`src/rtl/mem_access_unit.sv`:
```
// Load/store sequencer in front of a byte-wide data memory: splits MIPS byte/half/word
// requests into big-endian single-byte transfers and reassembles/extends load data.
module mem_access_unit #(
   parameter int ADDR_WIDTH  = 32,
   parameter int MEM_LATENCY = 1
) (
   input  logic                  clock,
   input  logic                  reset_n,
   input  logic                  req_valid,
   output logic                  req_ready,
   input  logic                  req_we,
   input  logic [1:0]            req_size,
   input  logic                  req_unsigned,
   input  logic [ADDR_WIDTH-1:0] req_addr,
   input  logic [31:0]           req_wdata,
   output logic                  resp_valid,
   output logic [31:0]           resp_rdata,
   output logic                  resp_error,
   output logic [ADDR_WIDTH-1:0] mem_address,
   output logic [7:0]            mem_wdata,
   output logic                  mem_wren,
   output logic                  mem_rden,
   input  logic [7:0]            mem_rdata,
   output logic [1:0]            o_dbg_state
);

   // Handshake: a request transfers on a rising edge where req_valid and req_ready are both
   // high; req_ready depends only on the state. resp_valid is a single-cycle pulse with no
   // backpressure.

   localparam int WW = (MEM_LATENCY > 1) ? $clog2(MEM_LATENCY) : 1;
   localparam logic [WW-1:0] LAST_WAIT = WW'(MEM_LATENCY - 1);

   typedef enum logic [1:0] {S_IDLE, S_XFER, S_WAIT, S_RESP} state_t;

   state_t                r_state;
   logic                  r_we;
   logic [1:0]            r_last;      // index of the final byte: 0, 1 or 3
   logic                  r_unsigned;
   logic [ADDR_WIDTH-1:0] r_addr;
   logic [31:0]           r_wdata;
   logic [1:0]            r_cnt;
   logic [WW-1:0]         r_wait;
   logic [31:0]           r_acc;
   logic                  r_resp_valid;
   logic                  r_resp_error;
   logic [31:0]           r_resp_rdata;
   logic [ADDR_WIDTH-1:0] r_mem_address;
   logic [7:0]            r_mem_wdata;
   logic                  r_mem_wren;
   logic                  r_mem_rden;

   logic [1:0]            w_req_last;
   logic                  w_req_err;
   logic [1:0]            w_next_k;
   logic [ADDR_WIDTH-1:0] w_next_addr;
   logic [31:0]           w_next_acc;

   function automatic logic [7:0] f_store_byte(input logic [31:0] data, input logic [1:0] last,
                                               input logic [1:0] k);
      logic [1:0] d;
      d = last - k;
      return data[{d, 3'b000} +: 8];
   endfunction

   function automatic logic [31:0] f_extend(input logic [31:0] acc, input logic [1:0] last,
                                            input logic uns);
      logic [31:0] res;
      case (last)
         2'd0:    res = uns ? {24'd0, acc[7:0]}  : {{24{acc[7]}}, acc[7:0]};
         2'd1:    res = uns ? {16'd0, acc[15:0]} : {{16{acc[15]}}, acc[15:0]};
         default: res = acc;
      endcase
      return res;
   endfunction

   always_comb begin
      w_req_last = 2'd0;
      case (req_size)
         2'b01:   w_req_last = 2'd1;
         2'b10:   w_req_last = 2'd3;
         default: w_req_last = 2'd0;
      endcase
      w_req_err = (req_size == 2'b11) || (req_size == 2'b01 && req_addr[0]) ||
                  (req_size == 2'b10 && (req_addr[1:0] != 2'b00));
   end

   assign w_next_k    = r_cnt + 2'd1;
   assign w_next_addr = r_addr + {{(ADDR_WIDTH-2){1'b0}}, w_next_k};
   assign w_next_acc  = {r_acc[23:0], mem_rdata};

   always_ff @(posedge clock or negedge reset_n) begin
      if (!reset_n) begin
         r_state       <= S_IDLE;
         r_we          <= 1'b0;
         r_last        <= 2'd0;
         r_unsigned    <= 1'b0;
         r_addr        <= '0;
         r_wdata       <= '0;
         r_cnt         <= 2'd0;
         r_wait        <= '0;
         r_acc         <= '0;
         r_resp_valid  <= 1'b0;
         r_resp_error  <= 1'b0;
         r_resp_rdata  <= '0;
         r_mem_address <= '0;
         r_mem_wdata   <= '0;
         r_mem_wren    <= 1'b0;
         r_mem_rden    <= 1'b0;
      end else begin
         case (r_state)
            S_IDLE: begin
               if (req_valid) begin
                  r_we       <= req_we;
                  r_last     <= w_req_last;
                  r_unsigned <= req_unsigned;
                  r_addr     <= req_addr;
                  r_wdata    <= req_wdata;
                  r_cnt      <= 2'd0;
                  r_wait     <= '0;
                  r_acc      <= '0;
                  if (w_req_err) begin
                     r_state      <= S_RESP;
                     r_resp_valid <= 1'b1;
                     r_resp_error <= 1'b1;
                     r_resp_rdata <= '0;
                  end else begin
                     r_state       <= S_XFER;
                     r_mem_address <= req_addr;
                     r_mem_wren    <= req_we;
                     r_mem_rden    <= !req_we;
                     if (req_we) r_mem_wdata <= f_store_byte(req_wdata, w_req_last, 2'd0);
                  end
               end
            end
            S_XFER: begin
               if (r_we) begin
                  if (r_cnt == r_last) begin
                     r_mem_wren   <= 1'b0;
                     r_state      <= S_RESP;
                     r_resp_valid <= 1'b1;
                     r_resp_rdata <= '0;
                  end else begin
                     r_cnt         <= w_next_k;
                     r_mem_address <= w_next_addr;
                     r_mem_wdata   <= f_store_byte(r_wdata, r_last, w_next_k);
                  end
               end else begin
                  r_mem_rden <= 1'b0;
                  r_wait     <= '0;
                  r_state    <= S_WAIT;
               end
            end
            S_WAIT: begin
               // The read byte is only valid in the last wait cycle, so capture on the edge ending it.
               if (r_wait == LAST_WAIT) begin
                  r_acc <= w_next_acc;
                  if (r_cnt == r_last) begin
                     r_state      <= S_RESP;
                     r_resp_valid <= 1'b1;
                     r_resp_rdata <= f_extend(w_next_acc, r_last, r_unsigned);
                  end else begin
                     r_cnt         <= w_next_k;
                     r_mem_address <= w_next_addr;
                     r_mem_rden    <= 1'b1;
                     r_state       <= S_XFER;
                  end
               end else begin
                  r_wait <= r_wait + WW'(1);
               end
            end
            S_RESP: begin
               r_resp_valid <= 1'b0;
               r_resp_error <= 1'b0;
               r_state      <= S_IDLE;
            end
            default: r_state <= S_IDLE;
         endcase
      end
   end

   assign req_ready   = (r_state == S_IDLE);
   assign resp_valid  = r_resp_valid;
   assign resp_error  = r_resp_error;
   assign resp_rdata  = r_resp_rdata;
   assign mem_address = r_mem_address;
   assign mem_wdata   = r_mem_wdata;
   assign mem_wren    = r_mem_wren;
   assign mem_rden    = r_mem_rden;
   assign o_dbg_state = r_state;

endmodule

```
`config.mk`:
```
export PLATFORM = sky130hd
export DESIGN_NAME = mem_access_unit
export DESIGN_NICKNAME = d
export VERILOG_FILES = /design/src/rtl/mem_access_unit.sv
export SDC_FILE = /design/constraint.sdc
export NUM_CORES = 1
export LEC_CHECK = 0
export CAP_MARGIN = 20
export CORE_MARGIN = 4
export CORE_UTILIZATION = 50
export CTS_BUF_LIST = sky130_fd_sc_hd__clkbuf_16
export DETAILED_ROUTE_END_ITERATION = 7
export PLACE_DENSITY_LB_ADDON = 0.08
export SKIP_CTS_REPAIR_TIMING = 1
export SYNTH_ARGS = -nofsm -noshare
export SYNTH_HDL_FRONTEND = slang
export SYNTH_SLANG_ARGS = --single-unit
```
`constraint.sdc`:
```
create_clock -name clock -period 3.52 [get_ports clock]
set_input_delay 0.88 -clock clock [delete_from_list [all_inputs] [get_ports clock]]
set_output_delay 0.88 -clock clock [all_outputs]
set_load 0.02 [all_outputs]
```
==> flow_summary.rst, run 1 <==
.. list-table::
   :header-rows: 1

   * - Metric
     - Value
   * - Hold Vio Cnt, Final
     - 0
   * - Setup repair after global routing missed its margin
     - false
   * - Synthesized-area fraction occupied by adder cells
     - 0.0191
   * - Post-synthesis area per instance
     - around 11 um2
   * - Worst hold-check path type
     - input port to asynchronous set/reset pin
   * - Number of library cell types mapped by synthesis
     - 53
   * - Area of the core
     - 16,100 um2
   * - Weighted congestion at the end of routability-driven global placement
     - ~0.86
   * - Number of placed I/O pins
     - between 150 and 200
   * - DRC violation count after routing
     - 0
   * - VDD IR-drop max
     - ~650 uV
   * - Fin. max-slew vios
     - 0
   * - Clock sink count
     - approximately 170
   * - Synthesis-stage register bit count
     - around 170
   * - Post-route minimum period
     - around 3000 ps
   * - Share of layout cells above drive strength 1
     - 0.152
   * - Met3 GRT Util
     - 0.0500
   * - FF/Latch Area
     - approximately 4300 um2
   * - Comb pwr share
     - 0.505
   * - Number of nets in the final layout
     - 970
   * - Total buffers and inverters traversed by the critical path
     - 2
   * - Mux cell area share after synthesis
     - 0.157
   * - Sum Neg Setup Slack
     - 0 ps
   * - Remaining antenna violation count
     - 0
   * - Final period util
     - 0.852
   * - Startpoint types
     - flop
   * - Grt total ovfl
     - 0
   * - Sequential cell area fraction in the yosys report
     - 0.521
   * - Latest clock arrival within the worst-skew pair
     - 430 ps
   * - Relative contribution of the clock network to total power
     - 0.165
   * - CP cell instances
     - inv_1 -> ha_1 -> clkdlybuf4s50_1
   * - Post-synth EDFFs
     - 0
   * - Number of buffers on the longest clock path
     - 2
   * - Simple-gate portion of the synthesized area
     - 0.118
   * - Delay-heaviest family, CP
     - buffers and inverters
   * - Number of global-route vias before repair
     - about 6,500
   * - Mapped Nets
     - a little over 800
   * - Worst Path Arrival
     - 2120 ps
   * - Maximum number of pins on one net before global-route repair
     - 73
   * - Normalized max-slew margin
     - 0.426
   * - Routing layer with the top usage in global route
     - met2
   * - Start-to-end type of the worst setup path
     - flop to primary output
   * - Post-route worst setup slack
     - 522 ps
   * - Fraction of the core area covered by cells at the end of the flow
     - 0.665
   * - Starting Density
     - 0.515
   * - TritonCTS clock tree
     - yes
   * - Combinational family with the most area after synthesis
     - multiplexers
   * - Setup violation total in the final timing report
     - 0
   * - Clock transition at path regs
     - about 60 ps
   * - Mapped Area
     - roughly 8300 um2
   * - Largest stage delay, worst path
     - slightly above 700 ps
   * - Worst Path Required
     - around 2600 ps
   * - XOR/XNOR Fraction of Synth Area
     - 0.0318
   * - Max Freq
     - about 0.33 GHz
   * - PwrDens
     - 1010 nW/um2
   * - Dominant synthesized flop cell
     - sky130_fd_sc_hd__dfrtp_1
   * - Number of H-tree branching levels
     - 4
   * - Net Sw Frac
     - 0.403
   * - Number of antenna violations at the first check in global routing
     - 0
   * - Syn-to-layout area delta
     - 29.3%
   * - Fill cells
     - 1,231
   * - Number of violations of the max-capacitance limit
     - 0
   * - Placement Setup Slack
     - between 150 and 200 ps
   * - Post-Syn Instances
     - between 700 and 800
   * - Relative contribution of sequential cells to total power
     - 0.329
   * - Site Rows
     - 46
   * - Cell types occupying the most area after synthesis
     - sky130_fd_sc_hd__dfrtp_1 52%, sky130_fd_sc_hd__mux2_2 9.1%, sky130_fd_sc_hd__mux4_2 4.4%
   * - Num CTS Buffers
     - 17
   * - Detailed-route wire length per cell
     - about 18 um
   * - Wire length of the first global-routing pass
     - about 33,000 um
   * - Global Route met1 Usage
     - 0.288
   * - Count of synthesis-stage warnings from yosys
     - 0
   * - Worst Setup End Kind
     - primary output
   * - Largest driver fanout on the critical path
     - 8
   * - Ant. Diodes
     - 0
   * - Compound-cell area share of the yosys netlist
     - 0.125
   * - Share of synthesized flip-flops with an asynchronous set or reset
     - 1.00
   * - Library cell occupying the most area in the post-synthesis netlist
     - sky130_fd_sc_hd__dfrtp_1
   * - Clock tree root driver cell
     - sky130_fd_sc_hd__clkbuf_16
   * - Hold slack final
     - approximately 460 ps
   * - Routed vias/inst
     - around 5.6
   * - Overall global routing resource usage
     - 0.224
   * - Worst slew pin tran
     - between 800 and 900 ps
   * - Total die area
     - between 15,000 and 20,000 um2
   * - Synth top area share
     - 0.521
   * - 1st-iter DRT viols
     - roughly 320
   * - Chip height
     - roughly 140 um
   * - Sum of net half-perimeters after detailed placement
     - 14,100 um
   * - Number of buffer cells added on primary ports
     - between 150 and 200
   * - Outcome
     - completed
   * - Vias post-DR
     - around 6,200
   * - Switching Power
     - 4.35 mW
   * - First-pass DRT Iterations
     - 5
   * - Clk_skew
     - 10.4 ps
   * - Horizontal die dimension
     - roughly 140 um
   * - Cell with the largest stage delay on the worst path
     - sky130_fd_sc_hd__clkdlybuf4s50_1
   * - Reported leakage power
     - 4.52 nW
   * - Total detailed-routing wirelength
     - between 20,000 and 25,000 um
   * - Cell-internal power
     - 6.44 mW
   * - Area of the multi-input gates
     - approximately 3700 um2
   * - GR met2 Demand/Resource
     - 0.383
## flip-flops by register name, indices dropped and copies added, names as in the netlist
name	cells
o_dbg_state	2
r_addr	32
r_cnt	2
resp_rdata	32
r_we	1
r_last	2
resp_valid	1
resp_error	1
mem_address	32
r_acc	24
mem_wren	1
r_wdata	32
r_unsigned	1
mem_wdata	8
mem_rden	1
## through the flow
| stage | cells | instance area (um2) | power (mW) |
|---|---|---|---|
| after detailed placement | 1074 | 10100 | 9.02 |
| after CTS | 1106 | 10700 | 10.9 |
| after global placement | 1074 | 10100 | 8.81 |
| after global routing | 1108 | 10700 | 11.6 |
| after floorplan | 731 | 8260 | 7.16 |
| final | 1108 | 10700 | 10.8 |
## power groups by stage
stage / Clock (mW) / Combinational, mW / Sequential (mW)
2_1_floorplan: 0 / 3.44 / 3.73
3_3_place_gp: 0 / 5.28 / 3.52
3_5_place_dp: 0 / 5.45 / 3.57
4_1_cts: 1.82 / 5.48 / 3.55
5_1_grt: 1.92 / 6.00 / 3.67
6_report: 1.79 / 5.45 / 3.56
## Yosys cell counts, drive strengths merged (3+ instances only)
cell type  number
a211oi          6
a21o            6
a21oi          11
a22o           27
a22oi          10
a31oi           3
and3            6
and4            3
buf            18
clkbuf         27
dfrtp         172
ha             11
inv            14
mux2           70
mux2i          15
mux4           16
nand2          94
nand3          13
nand4           8
nor2           26
nor2b          19
nor3           13
nor4            6
o211ai          3
o21ai          60
o221ai          3
o31ai          18
or3             6
or4             3
xnor2          20
xor2           10
## logic make-up (layout without fill, tap and decap cells)
| kind of cell | Yosys count | after routing |
|---|---|---|
| flops | 172 | 172 |
| buf+inv | 59 | 220 |
| compound gates | 155 | 155 |
| fa+ha+maj | 12 | 12 |
| simple gates | 202 | 202 |
| xor+xnor | 30 | 30 |
| mux | 101 | 101 |
## area by class of cell
cell class / instances / share of cell area
Sequential cell: 172 / 0.403
Inverter: 14 / 0.00492
Multi-Input combinational cell: 500 / 0.351
Clock inverter: 15 / 0.0125
Tap cell: 216 / 0.0253
Clock buffer: 17 / 0.0398
Timing Repair Buffer: 174 / 0.164
## worst paths after layout
kind,from,to,cells after the start,slack (ps)
max in group asynchronous,reset_n,r_wdata[0]$_DFFE_PN0P_,2,2110
hold / removal,reset_n,resp_rdata[19]$_DFFE_PN0P_,1,460
setup / recovery,o_dbg_state[0]$_DFFE_PN0P_,req_ready,3,520
setup reg to reg,r_cnt[0]$_DFFE_PN0P_,mem_address[22]$_DFFE_PN0P_,8,760
min in group clock,resp_rdata[25]$_DFFE_PN0P_,resp_rdata[25]$_DFFE_PN0P_,2,470
hold reg to reg,resp_rdata[25]$_DFFE_PN0P_,resp_rdata[25]$_DFFE_PN0P_,2,470
## cell usage in the layout (no fill, tap or decap), drive strengths merged, types with 16 or more instances in the layout
cell type and count:
inv 16, nand2 94, nor2b 19, o21ai 60
clkbuf 17, clkdlybuf4s50 156, buf 18, mux4 16
mux2 70, xnor2 20, o31ai 18, a22o 27
dfrtp 172, nor2 26
## layer usage
layer,vias to the layer above,wire length [um]
met5,-,0
met4,0,306
met3,28,893
met2,154,10300
met1,3062,8710
li1,2940,-
Power figures use the tool's default switching activity.
==> run 2, diff against run 1 <==
--- a/config.mk
+++ b/config.mk
@@ -5,6 +5,7 @@
 export SDC_FILE = /design/constraint.sdc
 export NUM_CORES = 1
 export LEC_CHECK = 0
+export ABC_AREA = 1
 export CAP_MARGIN = 20
 export CORE_MARGIN = 4
 export CORE_UTILIZATION = 50
==> flow_summary.rst, run 2 <==
.. list-table::
   :header-rows: 1

   * - Metric
     - Value
   * - Outcome
     - completed
   * - Latest clock arrival within the worst-skew pair
     - approximately 430 ps
   * - Post-synthesis area per instance
     - 7.81 um2
   * - Clock tree root driver cell
     - sky130_fd_sc_hd__clkbuf_16
   * - Mapped Nets
     - 1,240
   * - Share of layout cells above drive strength 1
     - 0.0760
   * - Worst Path Arrival
     - 2030 ps
   * - Sequential cell area fraction in the yosys report
     - 0.479
   * - Wire length of the first global-routing pass
     - roughly 39,000 um
   * - Startpoint types
     - flop
   * - Routed vias/inst
     - 5.26
   * - Share of synthesized flip-flops with an asynchronous set or reset
     - 1.00
   * - Remaining antenna violation count
     - 0
   * - Weighted congestion at the end of routability-driven global placement
     - around 0.94
   * - Most used standard cell by instance count after synthesis
     - sky130_fd_sc_hd__nand2_1
   * - DRC violation count after routing
     - 0
   * - Fin. max-slew vios
     - 0
   * - Worst Setup End Kind
     - primary output
   * - Number of placed I/O pins
     - roughly 160
   * - Critical Path Sink
     - req_ready
   * - 1st-iter DRT viols
     - between 600 and 700
   * - VDD IR-drop max
     - 559 uV
   * - First-pass DRT Iterations
     - 5
   * - Total detailed-routing wirelength
     - about 23,000 um
   * - Dominant synthesized flop cell
     - sky130_fd_sc_hd__dfrtp_1
   * - Setup violation total in the final timing report
     - 0
   * - Hold Vio Cnt, Final
     - 0
   * - Worst slew pin tran
     - ~800 ps
   * - Post-route worst setup slack
     - 611 ps
   * - Mapped Area
     - roughly 9000 um2
   * - Most frequent standard cell in the layout excluding fill and tap cells
     - sky130_fd_sc_hd__nand2_1
   * - Cell types occupying the most area after synthesis
     - sky130_fd_sc_hd__dfrtp_1 48%, sky130_fd_sc_hd__nand2_1 17%, sky130_fd_sc_hd__o21ai_0 5.6%
   * - Final period util
     - 0.826
   * - Starting Density
     - 0.514
   * - Clk_skew
     - ~15 ps
   * - Leading cell types in the layout, fill and taps excluded
     - 394 x sky130_fd_sc_hd__nand2_1, 172 x sky130_fd_sc_hd__dfrtp_1, 156 x sky130_fd_sc_hd__clkdlybuf4s50_1
   * - Reported leakage power
     - 5.38 nW
   * - Worst hold-check path type
     - flop to flop
   * - Area of the core
     - approximately 17,000 um2
   * - Synthesis-stage register bit count
     - between 150 and 200
   * - Horizontal die dimension
     - about 140 um
   * - Number of H-tree branching levels
     - 4
   * - Largest driver fanout on the critical path
     - 7
   * - Startpoint of the worst register-to-register path
     - o_dbg_state[1]$_DFFE_PN0P_
   * - Fill cells
     - approximately 1,500
   * - Sum Neg Setup Slack
     - 0 ps
   * - Syn-to-layout area delta
     - 26.1%
   * - Worst Path Required
     - between 2000 and 3000 ps
   * - Total die area
     - approximately 20,000 um2
   * - Sum of net half-perimeters after detailed placement
     - roughly 17,000 um
   * - PwrDens
     - between 1000 and 1500 nW/um2
   * - Max Freq
     - 0.344 GHz
   * - Reg-to-reg setup timing slack
     - ~1100 ps
   * - Number of nets in the final layout
     - 1,380
   * - Maximum number of pins on one net before global-route repair
     - 84
   * - Number of library cell types mapped by synthesis
     - 39
   * - Number of buffers on the longest clock path
     - 2
   * - Number of global-route vias before repair
     - roughly 7,600
   * - Grt total ovfl
     - 0
   * - Clock sink count
     - approximately 170
   * - Post-Syn Instances
     - approximately 1,100
   * - Placement Setup Slack
     - approximately 610 ps
   * - Chip height
     - 142 um
   * - Number of buffer cells added on primary ports
     - 157
   * - Critical path origin
     - o_dbg_state[0]$_DFFE_PN0P_
   * - Number of violations of the max-capacitance limit
     - 0
   * - Ant. Diodes
     - 0
   * - Post-route minimum period
     - 2910 ps
   * - Vias post-DR
     - roughly 8,000
   * - Number of antenna violations at the first check in global routing
     - 0
   * - Commonest cells post-synth
     - 395 x sky130_fd_sc_hd__nand2_1, 172 x sky130_fd_sc_hd__dfrtp_1, 101 x sky130_fd_sc_hd__nor2_1, 101 x sky130_fd_sc_hd__o21ai_0, 92 x sky130_fd_sc_hd__inv_1
   * - Normalized max-slew margin
     - 0.465
   * - Post-synth EDFFs
     - 0
   * - Library cell occupying the most area in the post-synthesis netlist
     - sky130_fd_sc_hd__dfrtp_1
   * - Detailed-route wire length per cell
     - around 15 um
   * - TritonCTS clock tree
     - yes
   * - Count of synthesis-stage warnings from yosys
     - 0
   * - End of the worst register-to-register path
     - mem_address[30]$_DFFE_PN0P_
   * - Site Rows
     - 48
   * - Worst r2r path cells
     - 12
   * - Overall global routing resource usage
     - 0.235
   * - Clock transition at path regs
     - 70 ps
   * - Num CTS Buffers
     - 17
   * - Synth top area share
     - 0.479
   * - Setup repair after global routing missed its margin
     - false
   * - Start-to-end type of the worst setup path
     - flop to primary output
## run 2: changes by cell type in the layout (fill, tap and decap cells not counted), moves of 17 or more
cell / change
sky130_fd_sc_hd__xnor2_1: -17
sky130_fd_sc_hd__a22o_1: -26
sky130_fd_sc_hd__nand2_1: +301
sky130_fd_sc_hd__inv_1: +77
sky130_fd_sc_hd__a21oi_1: +27
sky130_fd_sc_hd__nand3_1: +55
sky130_fd_sc_hd__o31ai_1: -18
sky130_fd_sc_hd__nor2_1: +75
sky130_fd_sc_hd__nor2b_1: -19
sky130_fd_sc_hd__mux2_2: -39
sky130_fd_sc_hd__o21ai_1: -41
sky130_fd_sc_hd__o21ai_0: +87
## run 2: logic make-up (layout without fill, tap and decap cells)
logic type | after synthesis | in the layout | share of synthesized area
simple gates | 593 | 593 | 0.272
buf+inv | 145 | 298 | 0.0680
compound gates | 184 | 184 | 0.112
fa+ha+maj | 12 | 12 | 0.0176
xor+xnor | 7 | 7 | 0.00683
mux | 36 | 36 | 0.0440
flops | 172 | 172 | 0.479
## run 2: final cells by class
class | instances | area [um2] | share of cell area
clock buffers | 17 | 425 | 0.0376
flip-flops and latches | 172 | 4300 | 0.380
well taps | 225 | 282 | 0.0249
clock inverters | 15 | 175 | 0.0155
repair buffers | 170 | 1710 | 0.151
inverters | 96 | 360 | 0.0318
multi-input cells | 832 | 4070 | 0.359
## run 2: metrics by stage
stage          cells  hold slack (ps)  power [mW]  instance area, um2  utilization
2_1_floorplan   1149              452        7.87                8980            -
6_report        1527              479        11.8               11300        0.648
3_3_place_gp    1495              465        9.80               10700        0.614
5_1_grt         1527              509        12.8               11300        0.648
4_1_cts         1527              485        11.9               11300        0.648
3_5_place_dp    1495              466        9.91               10700        0.614
## run 2: routing by layer
layer | wire (um) | track usage | part of all wire | up-vias
met5 | 0 | 0 | 0 | -
met4 | 314 | 0.0591 | 0.013 | 0
met3 | 1580 | 0.0457 | 0.068 | 20
met2 | 10000 | 0.344 | 0.43 | 258
met1 | 11500 | 0.361 | 0.49 | 3782
li1 | - | - | - | 3973
## run 2: worst max-delay path, stage by stage (launching register included)
cell and delay [ps]:
sky130_fd_sc_hd__dfrtp_1 460, sky130_fd_sc_hd__inv_1 120, sky130_fd_sc_hd__ha_1 330, sky130_fd_sc_hd__clkdlybuf4s50_1 700
## run 2: power breakdown
group / total [mW] / switching (mW) / internal [mW]
clock: 1.91 / 0.890 / 1.02
combinational: 6.27 / 3.85 / 2.41
sequential: 3.63 / 0.678 / 2.95
## run 2: how the worst min path moves through the flow
stage,cells after the start,start,slack (ps),endpoint
after floorplan,2,r_wdata[31]$_DFFE_PN0P_,450,r_wdata[31]$_DFFE_PN0P_
after detailed placement,2,mem_address[31]$_DFFE_PN0P_,470,mem_address[31]$_DFFE_PN0P_
final,2,mem_address[12]$_DFFE_PN0P_,480,mem_address[12]$_DFFE_PN0P_
after global placement,2,mem_address[31]$_DFFE_PN0P_,470,mem_address[31]$_DFFE_PN0P_
after CTS,2,mem_address[31]$_DFFE_PN0P_,490,mem_address[31]$_DFFE_PN0P_
after global routing,2,r_wdata[3]$_DFFE_PN0P_,510,r_wdata[3]$_DFFE_PN0P_
